===== src/rtl/fb_read_cmd_split_if.sv =====
// Request/command bundle between fb_packet_divide, fb_read_cmd_split and the memory controller.
// master: request source and command sink (drives i_* signals, observes o_*/ov_* signals).
// slave : the splitter itself (observes i_*/iv_* signals, drives o_*/ov_* signals).
interface fb_read_cmd_split_if #(
  parameter int FRAME_BYTE_ADDR_WD = 32
);
  logic                          i_fval;
  logic                          i_aval;
  logic                          i_info_flag;
  logic                          i_image_flag;
  logic                          i_statis_flag;
  logic [FRAME_BYTE_ADDR_WD-1:0] iv_rd_addr;
  logic [FRAME_BYTE_ADDR_WD-1:0] iv_rd_length;
  logic                          o_ardy;
  logic                          o_cmd_valid;
  logic                          i_cmd_ready;
  logic [FRAME_BYTE_ADDR_WD-1:0] ov_cmd_addr;
  logic [7:0]                    ov_cmd_len;
  logic [2:0]                    ov_cmd_flag;
  logic                          o_cmd_last;
  logic                          o_frame_done;

  modport master (
    output i_fval, i_aval, i_info_flag, i_image_flag, i_statis_flag,
           iv_rd_addr, iv_rd_length, i_cmd_ready,
    input  o_ardy, o_cmd_valid, ov_cmd_addr, ov_cmd_len, ov_cmd_flag,
           o_cmd_last, o_frame_done
  );

  modport slave (
    input  i_fval, i_aval, i_info_flag, i_image_flag, i_statis_flag,
           iv_rd_addr, iv_rd_length, i_cmd_ready,
    output o_ardy, o_cmd_valid, ov_cmd_addr, ov_cmd_len, ov_cmd_flag,
           o_cmd_last, o_frame_done
  );
endinterface


===== src/rtl/fb_read_cmd_split.sv =====
// Splits packet read requests into memory bursts (<= BURST_MAX_BYTES, never crossing BOUNDARY_BYTES).
// Latency: first command valid 2 cycles after accept, then 2 cycles after each handshake.
// Backpressure: command fields held until i_cmd_ready; o_ardy low from accept until the cycle after the last handshake.
// Ports: clk, reset (async, active high); bus (slave modport): request in, command out, frame-done pulse out.
module fb_read_cmd_split #(
  parameter int FRAME_BYTE_ADDR_WD = 32,
  parameter int DATA_WD            = 256,
  parameter int BURST_MAX_BYTES    = 2048,
  parameter int BOUNDARY_BYTES     = 4096
) (
  input  logic               clk,
  input  logic               reset,
  fb_read_cmd_split_if.slave bus
);
  localparam int AW         = FRAME_BYTE_ADDR_WD;
  localparam int DATA_BYTES = DATA_WD / 8;
  localparam int BEAT_SH    = $clog2(DATA_BYTES);

  // Arithmetic is one bit wider than the address so a full-range length never overflows.
  localparam logic [AW:0] BURST_MAX = (AW+1)'(BURST_MAX_BYTES);
  localparam logic [AW:0] BOUNDARY  = (AW+1)'(BOUNDARY_BYTES);
  localparam logic [AW:0] BEAT_RND  = (AW+1)'(DATA_BYTES - 1);

  typedef enum logic [1:0] {
    IDLE  = 2'd0,
    CALC  = 2'd1,
    ISSUE = 2'd2
  } state_t;

  state_t        state_q, state_d;
  logic [AW-1:0] addr_q, addr_d;
  logic [AW:0]   rem_q, rem_d;
  logic [AW:0]   chunk_q, chunk_d;
  logic [7:0]    len_q, len_d;
  logic [2:0]    flag_q, flag_d;
  logic          last_q, last_d;
  logic          fval_q;
  logic          fall_pend_q, fall_pend_d;

  logic          accept;
  logic          handshake;
  logic          frame_done;
  logic          fall_det;
  logic [AW:0]   room;
  logic [AW:0]   chunk_c;
  logic [AW:0]   beats_c;

  assign accept    = bus.i_aval && (state_q == IDLE);
  assign handshake = (state_q == ISSUE) && bus.i_cmd_ready;

  // Bytes left before the next boundary, then the smallest of the three limits.
  always_comb begin
    room    = BOUNDARY - ({1'b0, addr_q} & (BOUNDARY - 1'b1));
    chunk_c = rem_q;
    if (chunk_c > BURST_MAX) chunk_c = BURST_MAX;
    if (chunk_c > room)      chunk_c = room;
    // Round a partial last beat up to a whole beat.
    beats_c = (chunk_c + BEAT_RND) >> BEAT_SH;
  end

  // ---------------- FSM: state register ----------------
  always_ff @(posedge clk or posedge reset) begin
    if (reset) state_q <= IDLE;
    else       state_q <= state_d;
  end

  // ---------------- FSM: next state ----------------
  always_comb begin
    state_d = state_q;
    case (state_q)
      IDLE:    if (accept && (bus.iv_rd_length != '0)) state_d = CALC;
      CALC:    state_d = ISSUE;
      ISSUE:   if (handshake) state_d = last_q ? IDLE : CALC;
      default: state_d = IDLE;
    endcase
  end

  // ---------------- FSM: outputs ----------------
  always_comb begin
    bus.o_ardy       = (state_q == IDLE);
    bus.o_cmd_valid  = (state_q == ISSUE);
    bus.ov_cmd_addr  = addr_q;
    bus.ov_cmd_len   = len_q;
    bus.ov_cmd_flag  = flag_q;
    bus.o_cmd_last   = last_q;
    bus.o_frame_done = frame_done;
  end

  // ---------------- request / command datapath ----------------
  always_comb begin
    addr_d  = addr_q;
    rem_d   = rem_q;
    chunk_d = chunk_q;
    len_d   = len_q;
    flag_d  = flag_q;
    last_d  = last_q;
    if (accept) begin
      addr_d = bus.iv_rd_addr;
      rem_d  = {1'b0, bus.iv_rd_length};
      flag_d = {bus.i_statis_flag, bus.i_image_flag, bus.i_info_flag};
    end
    if (state_q == CALC) begin
      chunk_d = chunk_c;
      len_d   = 8'(beats_c - 1'b1);
      last_d  = (chunk_c >= rem_q);
    end
    if (handshake) begin
      addr_d = addr_q + AW'(chunk_q);
      rem_d  = (rem_q > chunk_q) ? (rem_q - chunk_q) : '0;
    end
  end

  always_ff @(posedge clk or posedge reset) begin
    if (reset) begin
      addr_q  <= '0;
      rem_q   <= '0;
      chunk_q <= '0;
      len_q   <= '0;
      flag_q  <= '0;
      last_q  <= 1'b0;
    end else begin
      addr_q  <= addr_d;
      rem_q   <= rem_d;
      chunk_q <= chunk_d;
      len_q   <= len_d;
      flag_q  <= flag_d;
      last_q  <= last_d;
    end
  end

  // ---------------- frame end tracking ----------------
  // A fall seen while a request is in flight stays pending until the FSM is idle again.
  assign fall_det    = fval_q && !bus.i_fval;
  assign frame_done  = (state_q == IDLE) && !accept && fall_pend_q;
  assign fall_pend_d = (fall_pend_q && !frame_done) || fall_det;

  always_ff @(posedge clk or posedge reset) begin
    if (reset) begin
      fval_q      <= 1'b0;
      fall_pend_q <= 1'b0;
    end else begin
      fval_q      <= bus.i_fval;
      fall_pend_q <= fall_pend_d;
    end
  end
endmodule


===== src/flat_wrapper.sv =====
// flat-port wrapper written by rule: the top's interface ports become plain ports
module fb_read_cmd_split_flat 
#(
  parameter int FRAME_BYTE_ADDR_WD = 32,
  parameter int DATA_WD            = 256,
  parameter int BURST_MAX_BYTES    = 2048,
  parameter int BOUNDARY_BYTES     = 4096
)
  (clk, reset, bus_i_fval, bus_i_aval, bus_i_info_flag, bus_i_image_flag, bus_i_statis_flag, bus_iv_rd_addr, bus_iv_rd_length, bus_i_cmd_ready, bus_o_ardy, bus_o_cmd_valid, bus_ov_cmd_addr, bus_ov_cmd_len, bus_ov_cmd_flag, bus_o_cmd_last, bus_o_frame_done);
  fb_read_cmd_split_if #(.FRAME_BYTE_ADDR_WD(FRAME_BYTE_ADDR_WD)) bus_i ();
  input  logic clk;
  input  logic reset;
  input wire logic [$bits(bus_i.i_fval)-1:0] bus_i_fval;
  input wire logic [$bits(bus_i.i_aval)-1:0] bus_i_aval;
  input wire logic [$bits(bus_i.i_info_flag)-1:0] bus_i_info_flag;
  input wire logic [$bits(bus_i.i_image_flag)-1:0] bus_i_image_flag;
  input wire logic [$bits(bus_i.i_statis_flag)-1:0] bus_i_statis_flag;
  input wire logic [$bits(bus_i.iv_rd_addr)-1:0] bus_iv_rd_addr;
  input wire logic [$bits(bus_i.iv_rd_length)-1:0] bus_iv_rd_length;
  input wire logic [$bits(bus_i.i_cmd_ready)-1:0] bus_i_cmd_ready;
  output wire logic [$bits(bus_i.o_ardy)-1:0] bus_o_ardy;
  output wire logic [$bits(bus_i.o_cmd_valid)-1:0] bus_o_cmd_valid;
  output wire logic [$bits(bus_i.ov_cmd_addr)-1:0] bus_ov_cmd_addr;
  output wire logic [$bits(bus_i.ov_cmd_len)-1:0] bus_ov_cmd_len;
  output wire logic [$bits(bus_i.ov_cmd_flag)-1:0] bus_ov_cmd_flag;
  output wire logic [$bits(bus_i.o_cmd_last)-1:0] bus_o_cmd_last;
  output wire logic [$bits(bus_i.o_frame_done)-1:0] bus_o_frame_done;
  assign bus_i.i_fval = bus_i_fval;
  assign bus_i.i_aval = bus_i_aval;
  assign bus_i.i_info_flag = bus_i_info_flag;
  assign bus_i.i_image_flag = bus_i_image_flag;
  assign bus_i.i_statis_flag = bus_i_statis_flag;
  assign bus_i.iv_rd_addr = bus_iv_rd_addr;
  assign bus_i.iv_rd_length = bus_iv_rd_length;
  assign bus_i.i_cmd_ready = bus_i_cmd_ready;
  assign bus_o_ardy = bus_i.o_ardy;
  assign bus_o_cmd_valid = bus_i.o_cmd_valid;
  assign bus_ov_cmd_addr = bus_i.ov_cmd_addr;
  assign bus_ov_cmd_len = bus_i.ov_cmd_len;
  assign bus_ov_cmd_flag = bus_i.ov_cmd_flag;
  assign bus_o_cmd_last = bus_i.o_cmd_last;
  assign bus_o_frame_done = bus_i.o_frame_done;
  fb_read_cmd_split #(.FRAME_BYTE_ADDR_WD(FRAME_BYTE_ADDR_WD), .DATA_WD(DATA_WD), .BURST_MAX_BYTES(BURST_MAX_BYTES), .BOUNDARY_BYTES(BOUNDARY_BYTES)) u_core (.clk(clk), .reset(reset), .bus(bus_i));
endmodule

===== config.mk =====
export PLATFORM = sky130hd
export DESIGN_NAME = fb_read_cmd_split_flat
export DESIGN_NICKNAME = d
export VERILOG_FILES = /design/src/rtl/fb_read_cmd_split_if.sv /design/src/rtl/fb_read_cmd_split.sv /design/src/flat_wrapper.sv
export SDC_FILE = /design/constraint.sdc
export NUM_CORES = 1
export LEC_CHECK = 0
export BUFFER_PORTS_ARGS = -buffer_cell sky130_fd_sc_hd__buf_4
export CAP_MARGIN = 5
export CORE_MARGIN = 5
export CORE_UTILIZATION = 45
export CTS_BUF_LIST = sky130_fd_sc_hd__clkbuf_4 sky130_fd_sc_hd__clkbuf_8
export DETAILED_ROUTE_END_ITERATION = 10
export PLACE_DENSITY = 0.62
export SYNTH_ARGS = -nofsm -noshare
export SYNTH_HDL_FRONTEND = slang
export SYNTH_SLANG_ARGS = --single-unit

===== constraint.sdc =====
create_clock -name clk -period 8.7 [get_ports clk]
set_clock_uncertainty 0.05 [all_clocks]
set_input_delay 0.435 -clock clk [delete_from_list [all_inputs] [get_ports clk]]
set_output_delay 0.435 -clock clk [all_outputs]
set_load 0.02 [all_outputs]

==> reports/results.ini <==
[sta]
setup_violations=0
report.final.hold_viol_count=0
min_period_over_period=0.663
timing_worst_slew_pin_value_ps=1010
postLayoutSetupSlackWorst_ps=2930
slew_headroom=0.325
timing_max_transition_violations_final=0
fmaxAchievable_mhz=173
setup_tns_ps=0
rsz_0062_raised_after_global_routing=no
min_tclk_post_route_ps=5770

[logic_synthesis]
mux_share_of_post_synthesis_cell_area=0.0156
syn-mean-instance-area_sq_um=8.24
synth_seq_area_share=0.295
synth-seq-cells=114
synth_xor_area_frac=0.0597
synth_top_family_by_area=compound AO/OA/AOI/OAI gates
synthSimpleGateAreaFrac=0.186
mappedNetlistArea_sq_um=9690
synth_cell_types=77
yosys_most_used_dff=sky130_fd_sc_hd__dfrtp_1
synth_fa_ha_area_frac=0.149
compound_gate_portion_of_the_synthesized_area=0.235
post_synth_inst_count=1175
synth-edff-count=0
synth_async_sr_flop_share=1.00
yosys_warnings=0

[cells_and_area]
mostFrequentLayoutCell=sky130_fd_sc_hd__nand2_1
nNetsFinal=1486
layout-drive-gt1-share=0.146
final_design_area_no_fill_sq_um=11300
register_area_sq_um=2850
multiInputGateArea_sq_um=6350
fin_cells=1587
most_used_cells_in_the_layout_excluding_fill_and_tap_cells=126 x sky130_fd_sc_hd__nand2_1, 125 x sky130_fd_sc_hd__buf_4, 114 x sky130_fd_sc_hd__dfrtp_1
num_antenna_cells=0
p_r_area_growth_vs_syn_pct=16.9
num-fill-cells=2023
share_of_the_core_filled_with_cells=0.537

[worst_setup_path]
critical_path.startpoint_type=register
critical_path.cell_chain=nor4_1, nand4_1, nor4_1, buf_4, and3_1, ha_1, a21o_1, a21o_1, a211oi_2, nor3_1, o21bai_1, o21ai_0, ha_1, o21a_1, o21a_1, o21a_1, o21ai_0, a311oi_1, o21ai_0, o221ai_1, o31ai_1, a21oi_1
cp_max_fo=13
worst_path_max_delay_cell=sky130_fd_sc_hd__o21bai_1
criticalPathCategory=reg2reg
timing.critical_path.required_ps=8970
capturing_element_type_of_the_critical_path=register
cp_data_arrival_time_ps=6040
stage_delay_of_the_slowest_cell_on_the_critical_path_ps=810

[global_route]
grt_first_pass_wirelength_um=45600
first_global_vias=8842
globalRouteOverflowTotal=0
all_layer_global_routing_usage=0.235
grt_start_max_net_pins=66
grt_antenna_before_repair=0

[routing]
routedWlPerCell_um=18.0
route.vias.total=9007
route.antenna.remaining_nets=0
wirelength_um=28500
initialDrtViolationCount=650
drt_first_pass_iters=7
avgViaCountPerCell=5.68
drc=0

[floorplanning]
io_pins=119
initial_core_util=0.459
core_outline_area_sq_um=21100
core.rowCount=53
die_width_um=157
die_height_um=157
die_area_sq_um=24600

[cts]
tritoncts_clock_tree=done
clk_pin_slew_worst_paths_ps=70
clock_sink_count=114
cts_repair_resize_count=0
htreeDepth=4
clock-root-buffer=sky130_fd_sc_hd__clkbuf_8
clock_latency_ps=460
numCtsBuffers=17
cts-hold-fix-buffers=0
clockBufferDepth=2
post-cts-setup-buffers=0

[placement]
dp_slack_ps=3060
postPlaceCellArea_sq_um=10900
hpwl_um=22000
place.detailed.instances=1556
gp_congestion=0.899
io_buffers=118

[run_status]
run_status=complete, no violations

[worst_hold_path]
worst_hold_path_type=in2reg

[power_and_ir_drop]
irDropWorstVdd_mv=0.282
power.leakage_nw=5.47
power_density_nw_per_um2=391

[flow_run]
maxCapViolCount=0

-- where the power goes --
group          internal [mW]  switching (mW)
clock                  0.318           0.236
combinational           1.19            1.66
sequential             0.743           0.278
total                   2.25            2.17
-- per-stage QoR --
stage                     power (mW)  hold slack, ps
after floorplan                 3.06             404
after global placement          3.82             415
after detailed placement        3.84             415
after CTS                       4.42            18.5
after global routing            4.83            19.0
final                           4.43            47.1
-- final timing paths --
kind,depth (start not counted),slack (ps),from,endpoint
max in group asynchronous,3,7280,reset,u_core.chunk_q[21]
max,22,2930,u_core.rem_q[17],u_core.bus.o_cmd_last
min in group asynchronous,2,70,reset,u_core.bus.ov_cmd_addr[8]
min,1,50,bus_i_fval,u_core.fval_q
min reg2reg,2,430,u_core.bus.ov_cmd_len[2],u_core.bus.ov_cmd_len[2]
max reg2reg,22,2930,u_core.rem_q[17],u_core.bus.o_cmd_last
-- area by class of cell --
class                   instances  area share
clock buffers                  22      0.0267
repair buffers                125      0.0828
flip-flops and latches        114       0.252
inverters                     109      0.0363
well taps                     275      0.0304
multi-input cells             933       0.561
clock inverters                 9      0.0113
-- state kept, by name, indices dropped and copies added, names as in the netlist --
register / cells
u_core.chunk_q: 33
u_core.bus.ov_cmd_flag: 3
u_core.fall_pend_q: 1
u_core.bus.ov_cmd_len: 8
u_core.bus.o_cmd_last: 1
u_core.bus.ov_cmd_addr: 32
u_core.rem_q: 33
u_core.fval_q: 1
u_core.state_q: 2
-- cells in the mapped netlist (all sizes together), types with 30 or more instances --
cell	n	area share
nand2	127	0.049
dfrtp	114	0.29
ha	112	0.14
inv	109	0.042
o21ai	99	0.052
a21oi	87	0.047
nor2	69	0.027
xnor2	40	0.036
a31oi	31	0.020
a21o	30	0.023
clkbuf	30	0.012
-- worst max-delay path, delay by kind of cell, from the launching register on --
kind                     cells  cell delay [ps]
AO/OA/AOI/OAI               14             3040
AND/OR/NAND/NOR              5             1300
adder cells (fa/ha/maj)      2              600
flip-flops                   1              410
buffers and inverters        1              220
-- layer usage --
layer / up-vias / routed length (um) / global-route usage
met5: - / 0 / 0
li1: 4441 / - / -
met2: 249 / 13900 / 0.403
met1: 4281 / 12600 / 0.303
met3: 36 / 1360 / 0.0382
met4: 0 / 643 / 0.0740
-- kinds of logic (layout without fill, tap and decap cells) --
group,Yosys count,in the layout
and+or+nand+nor,363,363
adders and majority gates,114,114
other,1,21
AOI/OAI and AO/OA,355,355
xor gates and xnor gates,66,66
DFF,114,114
buffers and inverters,148,265
muxes,14,14
No activity file was read; power rests on OpenSTA's default activity.
